===== config.mk =====
export PLATFORM = sky130hd
export DESIGN_NAME = iterative_subtractor_64
export DESIGN_NICKNAME = d
export VERILOG_FILES = /design/src/rtl/iterative_subtractor_64.sv
export SDC_FILE = /design/constraint.sdc
export NUM_CORES = 1
export LEC_CHECK = 0
export ABC_AREA = 1
export ABC_CLOCK_PERIOD_IN_PS = 3200
export CAP_MARGIN = 20
export CORE_ASPECT_RATIO = 1.2
export CORE_MARGIN = 8
export CORE_UTILIZATION = 50
export CTS_BUF_LIST = sky130_fd_sc_hd__clkbuf_2
export CTS_CLUSTER_SIZE = 16
export DETAILED_ROUTE_END_ITERATION = 10
export GPL_TIMING_DRIVEN = 0
export MAX_ROUTING_LAYER = met4
export PLACE_DENSITY = 0.74
export SYNTH_ARGS = -nofsm -noshare
export SYNTH_HDL_FRONTEND = slang
export SYNTH_SLANG_ARGS = --single-unit

===== constraint.sdc =====
create_clock -name clk_i -period 3.2 [get_ports clk_i]
set_input_delay 0.8 -clock clk_i [delete_from_list [all_inputs] [get_ports clk_i]]
set_output_delay 0.8 -clock clk_i [all_outputs]
set_load 0.005 [all_outputs]

===== src/rtl/iterative_subtractor_64.sv =====
`default_nettype none
// ============================================================================
// Module      : iterative_subtractor_64
// Description : Multi-cycle unsigned subtractor, DIFF = A - B, CHUNK bits per
//               clock LSB chunk first, with START/BUSY/DONE handshake.
// Revision    : 1.0 - initial release
// ============================================================================
module iterative_subtractor_64 #(
   parameter int WIDTH = 64,
   parameter int CHUNK = 16
) (
   input  logic             clk_i,
   input  logic             rst_i,
   input  logic             start_i,
   input  logic [WIDTH-1:0] a_i,
   input  logic [WIDTH-1:0] b_i,
   output logic             busy_o,
   output logic             done_o,
   output logic [WIDTH-1:0] diff_o,
   output logic             borrow_o,
   output logic             zero_o
);

   localparam int N  = WIDTH / CHUNK;
   localparam int CW = (N > 1) ? $clog2(N) : 1;
   localparam logic [CW-1:0] C_LAST = CW'(N - 1);

   generate
      if ((WIDTH % CHUNK) != 0) begin : g_bad_chunk
         $error("iterative_subtractor_64: WIDTH must be a multiple of CHUNK");
      end
   endgenerate

   typedef enum logic [0:0] {
      S_IDLE = 1'b0,
      S_RUN  = 1'b1
   } state_t;

   state_t           state_q;
   logic [CW-1:0]    cnt_q;
   logic [WIDTH-1:0] a_q;
   logic [WIDTH-1:0] b_q;
   logic [WIDTH-1:0] res_q;
   logic             brw_q;
   logic             busy_q;
   logic             done_q;
   logic [WIDTH-1:0] diff_q;
   logic             borrow_q;
   logic             zero_q;

   logic [CHUNK:0]   sub_d;
   logic [WIDTH-1:0] res_d;

   // Operands shift right each RUN cycle so the active chunk is always the low
   // CHUNK bits; the result fills from the top and is complete after N shifts.
   assign sub_d = {1'b0, a_q[CHUNK-1:0]} - {1'b0, b_q[CHUNK-1:0]}
                - {{CHUNK{1'b0}}, brw_q};
   assign res_d = (res_q >> CHUNK) | (WIDTH'(sub_d[CHUNK-1:0]) << (WIDTH - CHUNK));

   always_ff @(posedge clk_i) begin
      if (rst_i) begin
         state_q  <= S_IDLE;
         cnt_q    <= '0;
         a_q      <= '0;
         b_q      <= '0;
         res_q    <= '0;
         brw_q    <= 1'b0;
         busy_q   <= 1'b0;
         done_q   <= 1'b0;
         diff_q   <= '0;
         borrow_q <= 1'b0;
         zero_q   <= 1'b0;
      end else begin
         done_q <= 1'b0;
         case (state_q)
            S_IDLE: begin
               if (start_i) begin
                  a_q     <= a_i;
                  b_q     <= b_i;
                  brw_q   <= 1'b0;
                  cnt_q   <= '0;
                  busy_q  <= 1'b1;
                  state_q <= S_RUN;
               end
            end
            S_RUN: begin
               a_q   <= a_q >> CHUNK;
               b_q   <= b_q >> CHUNK;
               res_q <= res_d;
               brw_q <= sub_d[CHUNK];
               if (cnt_q == C_LAST) begin
                  diff_q   <= res_d;
                  borrow_q <= sub_d[CHUNK];
                  zero_q   <= (res_d == '0);
                  done_q   <= 1'b1;
                  busy_q   <= 1'b0;
                  state_q  <= S_IDLE;
               end else begin
                  cnt_q <= cnt_q + CW'(1);
               end
            end
            default: state_q <= S_IDLE;
         endcase
      end
   end

   assign busy_o   = busy_q;
   assign done_o   = done_q;
   assign diff_o   = diff_q;
   assign borrow_o = borrow_q;
   assign zero_o   = zero_q;

endmodule
`default_nettype wire


# Word level (Yosys, flattened, before mapping)
# Index checks and enable logic that the tools add are counted.
# W data, S select, Z words.
[totals]
regBits = 264
input_bits = 131
out_inout_bits = 68
wordCells = 41
[classes]
add_sub_neg = 3
n_eq_ne = 4
n_mux = 16
bitwise_logic = 2
reduce_logical = 5
[ops]
columns = ["cell", "n"]
rows = [
  ["$pmux W64 S2", 2],
  ["$mux W64", 2],
  ["$logic_not A64 Y1", 1],
  ["$or A48 B64 Y64", 1],
  ["$sub A16 B16 Y17", 1],
  ["$sub A17 B1 Y17", 1],
  ["$mux W1", 6],
  ["$pmux W1 S2", 3],
  ["$reduce_and A2 Y1", 3],
  ["$mux W2", 2],
  ["$ne A2 B2 Y1 const B", 2],
  ["$pmux W2 S2", 1],
  ["$add A2 B1 Y2 const B", 1],
  ["$eq A2 B2 Y1 const B", 1],
  ["$ne A2 B1 Y1 const B", 1],
  ["$reduce_or A2 Y1", 1],
  ["$not A1 Y1", 1],
]

# Depth between registers and ports, before layout
[logic_depth]
word_depth = 4
depth_mapped = 18

# Worst setup path before layout
# Ideal clock, no wire load.
[synth_path]
kind = "register to register"
from = "register b_q[0]"
to = "register zero_q (netlist: zero_o)"
setup_ns = 0.058
t_arrival_ns = 1.909
path_slack_ns = 1.233
stages_incl_launch_ff = 18
period_less_slack_ns = 1.967
cell_sequence = "dfxtp_1 -> inv_1 -> fa_1 -> inv_1 -> ha_1 -> inv_1 -> nand2_1 -> nand2_1 -> nand2_1 -> nand2_1 -> nand2_1 -> nand2_1 -> nand3_1 -> nand2_1 -> nand2_1 -> nor2_1 -> nand4_1 -> nand2_1"
[synth_between]
elab_chain_len = 4
[synth_lines]
columns = ["item", "line", "source"]
rows = [
  ["from (decl)", "42", "logic [WIDTH-1:0] b_q;"],
  ["from (signal assigned)", "79", "b_q <= b_i;"],
  ["from (signal assigned)", "88", "b_q <= b_q >> CHUNK;"],
  ["$sub A16 B16 Y17", "56", "assign sub_d = {1'b0, a_q[CHUNK-1:0]} - {1'b0, b_q[CHUNK-1:0]}"],
  ["$sub A17 B1 Y17", "57", "- {{CHUNK{1'b0}}, brw_q};"],
  ["$or A48 B64 Y64", "58", "assign res_d = (res_q >> CHUNK) | (WIDTH'(sub_d[CHUNK-1:0]) << (WIDTH - CHUNK));"],
  ["$logic_not A64 Y1", "94", "zero_q <= (res_d == '0);"],
  ["to (signal assigned)", "94", ""],
  ["to (decl)", "49", "logic zero_q;"],
]
# Every way passes these cells.
# A chain may end at the register's enable or synchronous reset.

# Worst setup path in the final report
[layout_path]
from = "register diff_q[48] (netlist: diff_o[48])"
to = "output port diff_o[48]"
[layout_rtl]
columns = ["item", "line", "source"]
rows = [
  ["from (decl)", "47", "logic [WIDTH-1:0] diff_q;"],
  ["from (signal assigned)", "92", "diff_q <= res_d;"],
  ["to (decl)", "19", "output logic [WIDTH-1:0] diff_o,"],
]
# No word-level cell between the ends.

==> qor.yml <==
sta:
  rsz0062_at_grt: "no"
  setup_violations: 0
  maxSlewViolCount: 0
  setup_tns_ns: 0
  fin_crit_ns: 2.58
  period_share: 0.805
  skew_ns: 0.0707
  hold_violations: 0
  max_freq_mhz: 388
  slew_headroom: 0.480
  worst_slew_pin_slew_ns: 0.779
cts:
  post-cts-setup-buffers: 0
  clk_latency_ns: 0.87
  cts_hold_buf: 0
  numCtsBuffers: 60
  cts_resized: 0
  clockBufferDepth: 3
  cts_tree: "done"
  cts_root_buf: "clkbuf_2"
  cts_max_level: 2
  clk_pin_slew_ns: 0.10
  cts.sinks: 248
min_path:
  holdPathStages: 2
  hp-class: "flip-flop to flip-flop"
synth:
  muxShareOfSynthArea: 0
  synth-xor-area-share: 0.00236
  synth_compound_area_frac: 0.146
  syn_area_um2: 11100
  ys_ff_latch: 248
  synth.most_common_cell: "nand2_1"
  synth_adder_area_share: 0.0385
  yosysUniqueCellTypes: 31
  synthCells: 1570
  seq_area_frac_synth: 0.446
  yosys_warnings: 0
  yosys.area.top_type: "dfxtp_1"
  syn-num-nets: 1734
  synth_top_area_frac: 0.446
  synthTopCellsByArea: "dfxtp_1 45%, nand2_1 13%, inv_1 8.7%"
  synth_flop_cell: "dfxtp_1"
  synth_async_sr_flop_share: 0
  synth_edf_count: 0
  synth_top_family_by_area: "simple AND/OR/NAND/NOR gates"
  synth_area_per_cell_um2: 7.08
  synthTopCellsByCount: "381 x nand2_1, 259 x inv_1, 248 x dfxtp_1"
  yosys.area_share.simple: 0.241
global_routing:
  grt_use_total: 0.259
  grt_overflow: 0
  antenna_found_initial: 1
  grt_start_max_net_pins: 18
  grt_pass1_wl_um: 55300
  grt_pass1_vias: 11000
die:
  rows: 60
  die_h_um: 179
  fp.coreArea_um2: 22100
  die_w_um: 152
  dieArea_um2: 27300
  start_util: 0.502
  io_pins: 199
critical_path:
  path_cells: "clkdlybuf4s50_1"
  startpoint_type: "flip-flop"
  crit_type: "flip-flop to primary output"
  arrival_ns: 1.78
  reg2regPathDepth: 17
  cp.required_ns: 2.40
  cp_top_family: "buffers and inverters"
  path_max_fanout: 2
  slowest_stage: "clkdlybuf4s50_1"
  path_depth: 1
  cp-end-kind: "primary output"
  cp_slowest_stage_delay_ns: 0.54
  cp_num_buf_inv: 1
detailed_routing:
  drc: 0
  post_drt_wl_per_cell_um: 16.3
  drtIter0Drc: 657
  antenna_left: 0
  vias_per_cell: 5.13
  vias: 11000
  totalWireLength_um: 35000
  first_pass_iters: 5
power:
  p_per_area_nw_per_um2: 489
  finalPower_uw: 6830
  ir_drop_mv: 0.210
  leakagePower_uw: 0.00680
run:
  drv_cap: 0
layout:
  seq_area_um2: 4960
  drive_gt1_frac: 0.0740
  fin_cells: 2146
  fin_nets: 1993
  multi_input_area_um2: 4760
  n_fill_cell: 2096
  areaGrowthSynthToFinish_pct: 25.7
place:
  dpl.hpwl_um: 27300
  gp_congestion: 0.927
  place_inst: 2046
  io_buffers: 197
status:
  status: "finished, final reports clean"
==> final timing paths <==
check,start,slack (ns),end
hold / removal,borrow_o,0.46,borrow_o
setup / recovery,diff_o[48],0.62,diff_o[48]
hold reg to reg,borrow_o,0.46,borrow_o
setup reg to reg,b_q[0],0.74,zero_o
==> cells by family after synthesis <==
family | Yosys count
xor+xnor | 3
buf+inv | 361
flops | 248
compound gates | 285
simple gates | 640
fa+ha+maj | 33
==> placed cells by master, fill, tap and decap left out, types with 2 or more instances in the layout <==
cell,count
dfxtp_1,248
nand4_1,7
nand2_2,6
ha_1,31
nor2_1,67
clkdlybuf4s50_1,197
o211ai_1,12
buf_4,2
clkinv_1,12
xor2_1,3
fa_1,2
o21ai_1,6
bufinv_16,2
nand3_1,168
inv_2,8
o221ai_1,4
inv_1,259
clkbuf_2,82
nand2_1,381
o21ai_0,125
nand3b_1,2
a22o_1,22
nor2_2,2
clkinv_2,3
nor2_4,2
clkbuf_1,55
buf_2,28
nor3_1,4
a22oi_1,24
buf_1,7
a21oi_1,89
==> tightest hold or removal path, delay by kind of cell (launching register included) <==
family,cells,cell delay (ns)
flip-flops,1,0.32
AND/OR/NAND/NOR,2,0.10
==> through the flow <==
step | hold slack, ns | worst slack [ns] | area (um^2) | utilization
after floorplan | 0.437 | 1.23 | 11100 | -
after global placement | 0.437 | 0.383 | 13400 | 0.607
after detailed placement | 0.443 | 0.376 | 13400 | 0.607
after CTS | 0.448 | 0.534 | 14000 | 0.631
after global routing | 0.465 | 0.524 | 14000 | 0.631
final | 0.457 | 0.623 | 14000 | 0.631
==> metal layers <==
layer,share of wire,GRT usage,vias to the layer above
met3,0.061,0.0468,93
met5,0,-,-
met4,0.045,0.135,0
met1,0.41,0.283,4999
li1,-,-,5525
met2,0.49,0.449,401
==> sequential cells by signal (all words and copies together) (netlist names) <==
register and cells:
busy_o 1, done_o 1, a_q 64, borrow_o 1
brw_q 1, cnt_q 2, b_q 64, diff_o 64
zero_o 1, state_q 1, res_q 48
==> power by group <==
group	switching (uW)	internal, uW
clock	1260	856
combinational	865	517
sequential	97.8	3240
total	2220	4610
==> layout make-up <==
| type | count | area share |
|---|---|---|
| clock buffers | 82 | 0.0293 |
| diodes | 1 | 0.000179 |
| repair buffers | 197 | 0.141 |
| inverters | 269 | 0.0722 |
| multi-input cells | 961 | 0.340 |
| well taps | 279 | 0.0250 |
| clock inverters | 17 | 0.00922 |
| flip-flops and latches | 248 | 0.355 |
| plain buffers | 92 | 0.0277 |
Note: power is estimated with default switching activity, not from simulation.
